[src/rtl/mic_frame_tx.sv]
`default_nettype none
// ============================================================================
// mic_frame_tx : I2S-style serial transmitter fed from a small sample FIFO.
// Revision     : 1.0
// ============================================================================
module mic_frame_tx #(
    parameter int SAMPLE_W = 18,
    parameter int SLOT_W   = 32,
    parameter int CLK_DIV  = 4,
    parameter int DEPTH    = 16
) (
    input  logic                     clk_25,
    input  logic                     rst_n,
    input  logic [SAMPLE_W-1:0]      s_data,
    input  logic                     s_valid,
    output logic                     s_ready,
    output logic                     bclk,
    output logic                     ws,
    output logic                     sdata,
    output logic                     frame_start,
    output logic                     underrun,
    output logic [$clog2(DEPTH):0]   level
);
    localparam int c_div_w = (CLK_DIV > 2) ? $clog2(CLK_DIV) : 1;
    localparam int c_bit_w = $clog2(2 * SLOT_W);
    localparam int c_ptr_w = $clog2(DEPTH);
    localparam int c_lvl_w = c_ptr_w + 1;

    localparam logic [c_div_w-1:0] c_div_last   = c_div_w'(CLK_DIV - 1);
    localparam logic [c_bit_w-1:0] c_bit_last   = c_bit_w'(2 * SLOT_W - 1);
    localparam logic [c_bit_w-1:0] c_ws_set     = c_bit_w'(SLOT_W - 1);
    localparam logic [c_bit_w-1:0] c_left_load  = c_bit_w'(1);
    localparam logic [c_bit_w-1:0] c_right_load = c_bit_w'(SLOT_W + 1);
    localparam logic [c_lvl_w-1:0] c_depth      = c_lvl_w'(DEPTH);

    logic [c_div_w-1:0]  div_q, div_d;
    logic                bclk_q, bclk_d;
    logic [c_bit_w-1:0]  bitcnt_q, bitcnt_d;
    logic                ws_q, ws_d;
    logic                sdata_q, sdata_d;
    logic [SAMPLE_W-1:0] shift_q, shift_d;
    logic                frame_start_q, frame_start_d;
    logic                underrun_q, underrun_d;
    logic [c_ptr_w-1:0]  wr_ptr_q, wr_ptr_d;
    logic [c_ptr_w-1:0]  rd_ptr_q, rd_ptr_d;
    logic [c_lvl_w-1:0]  level_q, level_d;
    logic [SAMPLE_W-1:0] mem_q [DEPTH];

    logic                w_term;
    logic                w_fall;
    logic [c_bit_w-1:0]  w_bitcnt_nxt;
    logic                w_load;
    logic                w_empty;
    logic                w_push;
    logic                w_pop;
    logic [SAMPLE_W-1:0] w_head;

    // Full is judged on the registered level only, so a pop never frees a slot
    // for a push in the same cycle.
    assign s_ready = (level_q < c_depth);

    always_comb begin
        w_term       = (div_q == c_div_last);
        w_fall       = w_term && bclk_q;
        w_bitcnt_nxt = (bitcnt_q == c_bit_last) ? '0 : bitcnt_q + c_bit_w'(1);
        w_load       = w_fall && ((w_bitcnt_nxt == c_left_load) || (w_bitcnt_nxt == c_right_load));
        w_empty      = (level_q == '0);
        w_push       = s_valid && s_ready;
        w_pop        = w_load && !w_empty;
        w_head       = mem_q[rd_ptr_q];

        div_d         = w_term ? '0 : div_q + c_div_w'(1);
        bclk_d        = w_term ? ~bclk_q : bclk_q;
        bitcnt_d      = bitcnt_q;
        ws_d          = ws_q;
        sdata_d       = sdata_q;
        shift_d       = shift_q;
        frame_start_d = 1'b0;
        underrun_d    = 1'b0;
        wr_ptr_d      = w_push ? wr_ptr_q + c_ptr_w'(1) : wr_ptr_q;
        rd_ptr_d      = w_pop ? rd_ptr_q + c_ptr_w'(1) : rd_ptr_q;
        level_d       = level_q;

        if (w_push && !w_pop) begin
            level_d = level_q + c_lvl_w'(1);
        end else if (w_pop && !w_push) begin
            level_d = level_q - c_lvl_w'(1);
        end

        if (w_fall) begin
            bitcnt_d      = w_bitcnt_nxt;
            frame_start_d = (w_bitcnt_nxt == '0);
            if (w_bitcnt_nxt == c_ws_set) begin
                ws_d = 1'b1;
            end else if (w_bitcnt_nxt == c_bit_last) begin
                ws_d = 1'b0;
            end
            if (w_load) begin
                if (w_empty) begin
                    shift_d    = '0;
                    sdata_d    = 1'b0;
                    underrun_d = 1'b1;
                end else begin
                    // MSB goes straight onto the line; the rest waits in the shifter.
                    shift_d = {w_head[SAMPLE_W-2:0], 1'b0};
                    sdata_d = w_head[SAMPLE_W-1];
                end
            end else begin
                sdata_d = shift_q[SAMPLE_W-1];
                shift_d = {shift_q[SAMPLE_W-2:0], 1'b0};
            end
        end
    end

    always_ff @(posedge clk_25 or negedge rst_n) begin
        if (!rst_n) begin
            div_q         <= '0;
            bclk_q        <= 1'b0;
            bitcnt_q      <= '0;
            ws_q          <= 1'b0;
            sdata_q       <= 1'b0;
            shift_q       <= '0;
            frame_start_q <= 1'b0;
            underrun_q    <= 1'b0;
            wr_ptr_q      <= '0;
            rd_ptr_q      <= '0;
            level_q       <= '0;
        end else begin
            div_q         <= div_d;
            bclk_q        <= bclk_d;
            bitcnt_q      <= bitcnt_d;
            ws_q          <= ws_d;
            sdata_q       <= sdata_d;
            shift_q       <= shift_d;
            frame_start_q <= frame_start_d;
            underrun_q    <= underrun_d;
            wr_ptr_q      <= wr_ptr_d;
            rd_ptr_q      <= rd_ptr_d;
            level_q       <= level_d;
        end
    end

    always_ff @(posedge clk_25) begin
        if (w_push) begin
            mem_q[wr_ptr_q] <= s_data;
        end
    end

    assign bclk        = bclk_q;
    assign ws          = ws_q;
    assign sdata       = sdata_q;
    assign frame_start = frame_start_q;
    assign underrun    = underrun_q;
    assign level       = level_q;

endmodule
`default_nettype wire

[config.mk]
export PLATFORM = sky130hd
export DESIGN_NAME = mic_frame_tx
export DESIGN_NICKNAME = d
export VERILOG_FILES = /design/src/rtl/mic_frame_tx.sv
export SDC_FILE = /design/constraint.sdc
export NUM_CORES = 1
export LEC_CHECK = 0
export CELL_PAD_IN_SITES_DETAIL_PLACEMENT = 2
export CELL_PAD_IN_SITES_GLOBAL_PLACEMENT = 2
export CORE_MARGIN = 2
export CORE_UTILIZATION = 48
export CTS_CLUSTER_DIAMETER = 80
export DETAILED_ROUTE_END_ITERATION = 7
export HOLD_SLACK_MARGIN = 0.15
export PLACE_DENSITY_LB_ADDON = 0.12
export SETUP_SLACK_MARGIN = 0.02
export SLEW_MARGIN = 20
export SYNTH_ARGS = -nofsm -noshare
export SYNTH_HDL_FRONTEND = slang
export SYNTH_SLANG_ARGS = --single-unit
export TNS_END_PERCENT = 50
[constraint.sdc]
create_clock -name clk_25 -period 3.5 [get_ports clk_25]
set_input_delay 0.35 -clock clk_25 [delete_from_list [all_inputs] [get_ports clk_25]]
set_output_delay 0.35 -clock clk_25 [all_outputs]
set_load 0.02 [all_outputs]
==> results.txt <==
The final number of max-transition violations is 0, and the area enclosed by the die boundary is 28850 um2. The count of routing violations after the opening detailed-route iteration came out at 566. The last weighted congestion value of the routability-driven placer came out at 0.7579. The total clock buffers created by CTS is 36, and the area after detailed placement is 13980 um2.

By count the netlist is led by sky130_fd_sc_hd__edfxtp_1, sky130_fd_sc_hd__mux4_2, sky130_fd_sc_hd__dfrtp_1. The number of global-route vias before repair is 7467, and the setup TNS is 0 ps. Net total in the final layout: 771. The path class of the tightest hold or removal check is input port to async pin. The number of nets in the synthesized netlist is 706. Kind of critical path: register to register. sky130_fd_sc_hd__edfxtp_1 is the most common cell in the netlist.

The run gives 51350 um as the wire length of the first global-routing pass. After global routing the overflow that remains totals 0. The launching element type of the critical path is a register. Clock skew after layout: 18.11 ps.

After routing the design area is 15140 um2. The CTS clock-pin slew for the worst setup and hold paths was 70 ps; the final wirelength was 34460 um. The share of synthesized area occupied by flip-flops and latches came out at 0.7365. The startpoint of the most critical register-to-register path was bitcnt_q[0].

For this run, design rule violations remaining after detail routing come to 0. The final critical-path share of the clock period came out at 0.9380. The pre-CTS setup slack came out at 149.4 ps.

The run finished with clean final reports. From left edge to right edge, the die measures 169.8 um. For this run, the top clock speed supported by timing is 0.3046 GHz. Setup slack closes at 217.1 ps.

Counting cells, the worst reg-to-reg path comes to 13. Yosys mapped a number of flops with a built-in enable equal to 288. Share of flip-flops with an asynchronous set or reset after synthesis: 0.1299.

Setup repair after global routing left no endpoint under its margin. For the count of different cell masters after synthesis, the log shows 42. Counting I/O delays and the setup requirement, the final critical path takes 3283 ps.

The logs give 3940 ps for the data required time at the worst endpoint and 530 ps for the later-pin clock latency in the skew report. The tools report the reg-to-reg endpoint as level[4]. The run gives 0 as the number of post-CTS setup repair buffers. The leakage component of the power was 5.072 nW; the wire length per cell was 31.24 um. The share of cells above drive strength 1 is 0.2441, and the height of the chip is 169.8 um.

For this design the ratio of total power to cell area is 608.3 nW/um2. The first TritonRoute pass finished after 5 iterations. Counting every sink on the clock net gives 331. For this block, the via count after detailed routing is 6674. 0 antenna diodes ended up in the layout. Combined global-route utilization of all metal layers: 0.2516. The run gives 19210 um as the HPWL after detailed placement.

The number of port buffers works out to 31. IR analysis of the VDD net gives a maximum drop of 0.4194 mV. In this run the cell area of the synthesized design comes to 13200 um2. The worst slew slack as a fraction of its limit is 0.4042. The cell taking the most area after synthesis was sky130_fd_sc_hd__edfxtp_1.

The number of antenna violations at the first check in global routing came out at 0. The area added between synthesis and finish was 14.71%; the data arrival time of the critical path was 3720 ps. For the starting density of the core, the log shows 0.4899. TritonCTS built the clock tree. The standard-cell row count was 60. The logs give 44 for the pin count of the biggest net entering global routing and 2 for the H-tree depth reported by CTS. During synthesis, Yosys emitted a total of 0 warnings.

After synthesis, the cell types taking the most area are sky130_fd_sc_hd__edfxtp_1, sky130_fd_sc_hd__mux4_2, sky130_fd_sc_hd__dfrtp_1, sky130_fd_sc_hd__mux2_2, sky130_fd_sc_hd__ha_1. The clock passes through at most 3 buffers. The nature of the critical path endpoint was a register.

The total area inside the core boundary comes to 26950 um2. CTS placed an instance of sky130_fd_sc_hd__clkbuf_16 at the clock tree root. In this run, synthesis produced a sequential element count of 331. Across all register-to-register paths, the minimum setup slack is 220 ps.

Of all nets on the critical path, the largest fanout is 7. The top cell type's share of synthesized area was 0.6550. The count of nets left with antenna violations once routing finished came out at 0. Setup violations remaining at the end of the flow were counted as 0. The I/O pin count was 32; the per-cell via count in the routed design was 6.051.

A synthesized cell averages 19.73 um2. Max-cap violations in this run came to 0. The run gives 0 as the number of hold-slack violations in the final timing report. For this run, the leading register cell type out of synthesis is sky130_fd_sc_hd__edfxtp_1.

The transition at the pin with the smallest max-transition slack was 893.6 ps. Synthesis handed over a netlist of 669 instances.
[registers in the layout, indices dropped and copies added, names as in the netlist, 2 cells and up]
name / cells
bitcnt_q: 6
shift_q: 17
mem_q: 288
wr_ptr_q: 4
level: 5
rd_ptr_q: 4
div_q: 2
[worst max-delay path, cell delays in order (launching register included)]
cell and delay [ps]:
sky130_fd_sc_hd__dfrtp_1 460, sky130_fd_sc_hd__ha_2 280, sky130_fd_sc_hd__or3_4 410, sky130_fd_sc_hd__a31oi_4 190, sky130_fd_sc_hd__o21a_1 180, sky130_fd_sc_hd__nand3_2 90
sky130_fd_sc_hd__ha_1 250, sky130_fd_sc_hd__inv_1 150, sky130_fd_sc_hd__ha_1 260, sky130_fd_sc_hd__nor2b_1 130, sky130_fd_sc_hd__o21a_1 170, sky130_fd_sc_hd__or3_1 320
sky130_fd_sc_hd__a21oi_2 170, sky130_fd_sc_hd__xnor2_1 130
[cells in the final DEF (no fill, tap or decap), drive strengths merged, types with 7 or more instances in the layout]
cell type	synthesis	routed
nor2	21	21
a21oi	21	21
edfxtp	288	288
clkbuf	11	49
mux2i	18	18
nand3	7	7
mux4	72	72
clkinv	0	13
inv	9	9
a22oi	17	17
ha	15	15
dfrtp	43	43
and2	17	17
mux2	20	20
xnor2	9	9
nand2	17	17
clkdlybuf4s50	0	30
o21ai	30	30
buf	23	30
[where the power goes]
part / leakage [nW] / switching (mW) / total, mW / internal [mW]
registers: 3.12 / 0.121 / 4.67 / 4.55
clock network: 0.555 / 1.58 / 3.70 / 2.12
logic: 1.39 / 0.524 / 0.850 / 0.326
total: 5.07 / 2.22 / 9.21 / 6.99
[routing by layer]
metal	share of wire	wire length (um)	GRT usage
met1	0.41	14290	0.3280
met2	0.53	18150	0.4458
met4	0.025	868	0.07469
met3	0.034	1158	0.03233
met5	0	0	0
[kinds of logic (layout without fill, tap and decap cells)]
kind of cell               Yosys count  in the layout  share of synthesized area
muxes                              110            110                     0.1535
DFF                                331            331                     0.7365
adders and majority gates           16             16                    0.01573
buffers and inverters               43            136                    0.01810
xor gates and xnor gates            15             15                    0.01052
AOI/OAI and AO/OA                   74             74                    0.03421
and+or+nand+nor                     80             80                    0.03137
[metrics by stage]
stage	power [mW]	cells	hold slack (ps)	util
after detailed placement	5.601	1036	437.7	0.5188
final	9.213	1103	372.7	0.5619
after global placement	5.506	1036	416.2	0.5188
after CTS	9.296	1103	444.8	0.5616
after floorplan	5.155	669	54.41	-
after global routing	9.529	1103	428.6	0.5619
[layout make-up]
cell class / instances / area (um2)
clock buffer: 49 / 1012
sequential: 331 / 9733
clock inverter: 17 / 132.6
fill: 2230 / 11810
inverter: 9 / 33.78
tap: 341 / 426.7
multi-input combinational: 295 / 3246
timing repair buffer: 61 / 560.5
[worst max-delay path by stage]
| stage | start | to | slack, ps | cells past startpoint |
|---|---|---|---|---|
| 3_5_place_dp | bitcnt_q[0] | level[4] | 150 | 13 |
| 2_1_floorplan | bitcnt_q[0] | level[4] | 330 | 14 |
| 4_1_cts | bitcnt_q[0] | level[4] | 100 | 13 |
| 5_1_grt | bitcnt_q[0] | level[4] | 40 | 13 |
| 6_report | bitcnt_q[0] | level[4] | 220 | 13 |
| 3_3_place_gp | bitcnt_q[0] | level[4] | 340 | 13 |
[repair_timing]
item / CTS / global route
endpoints found under the hold margin: 43 / 0
hold buffers: 1 / 0
endpoints found under the setup margin: 0 / 1
resized for setup: 0 / 2
Power figures use the tool's default switching activity.
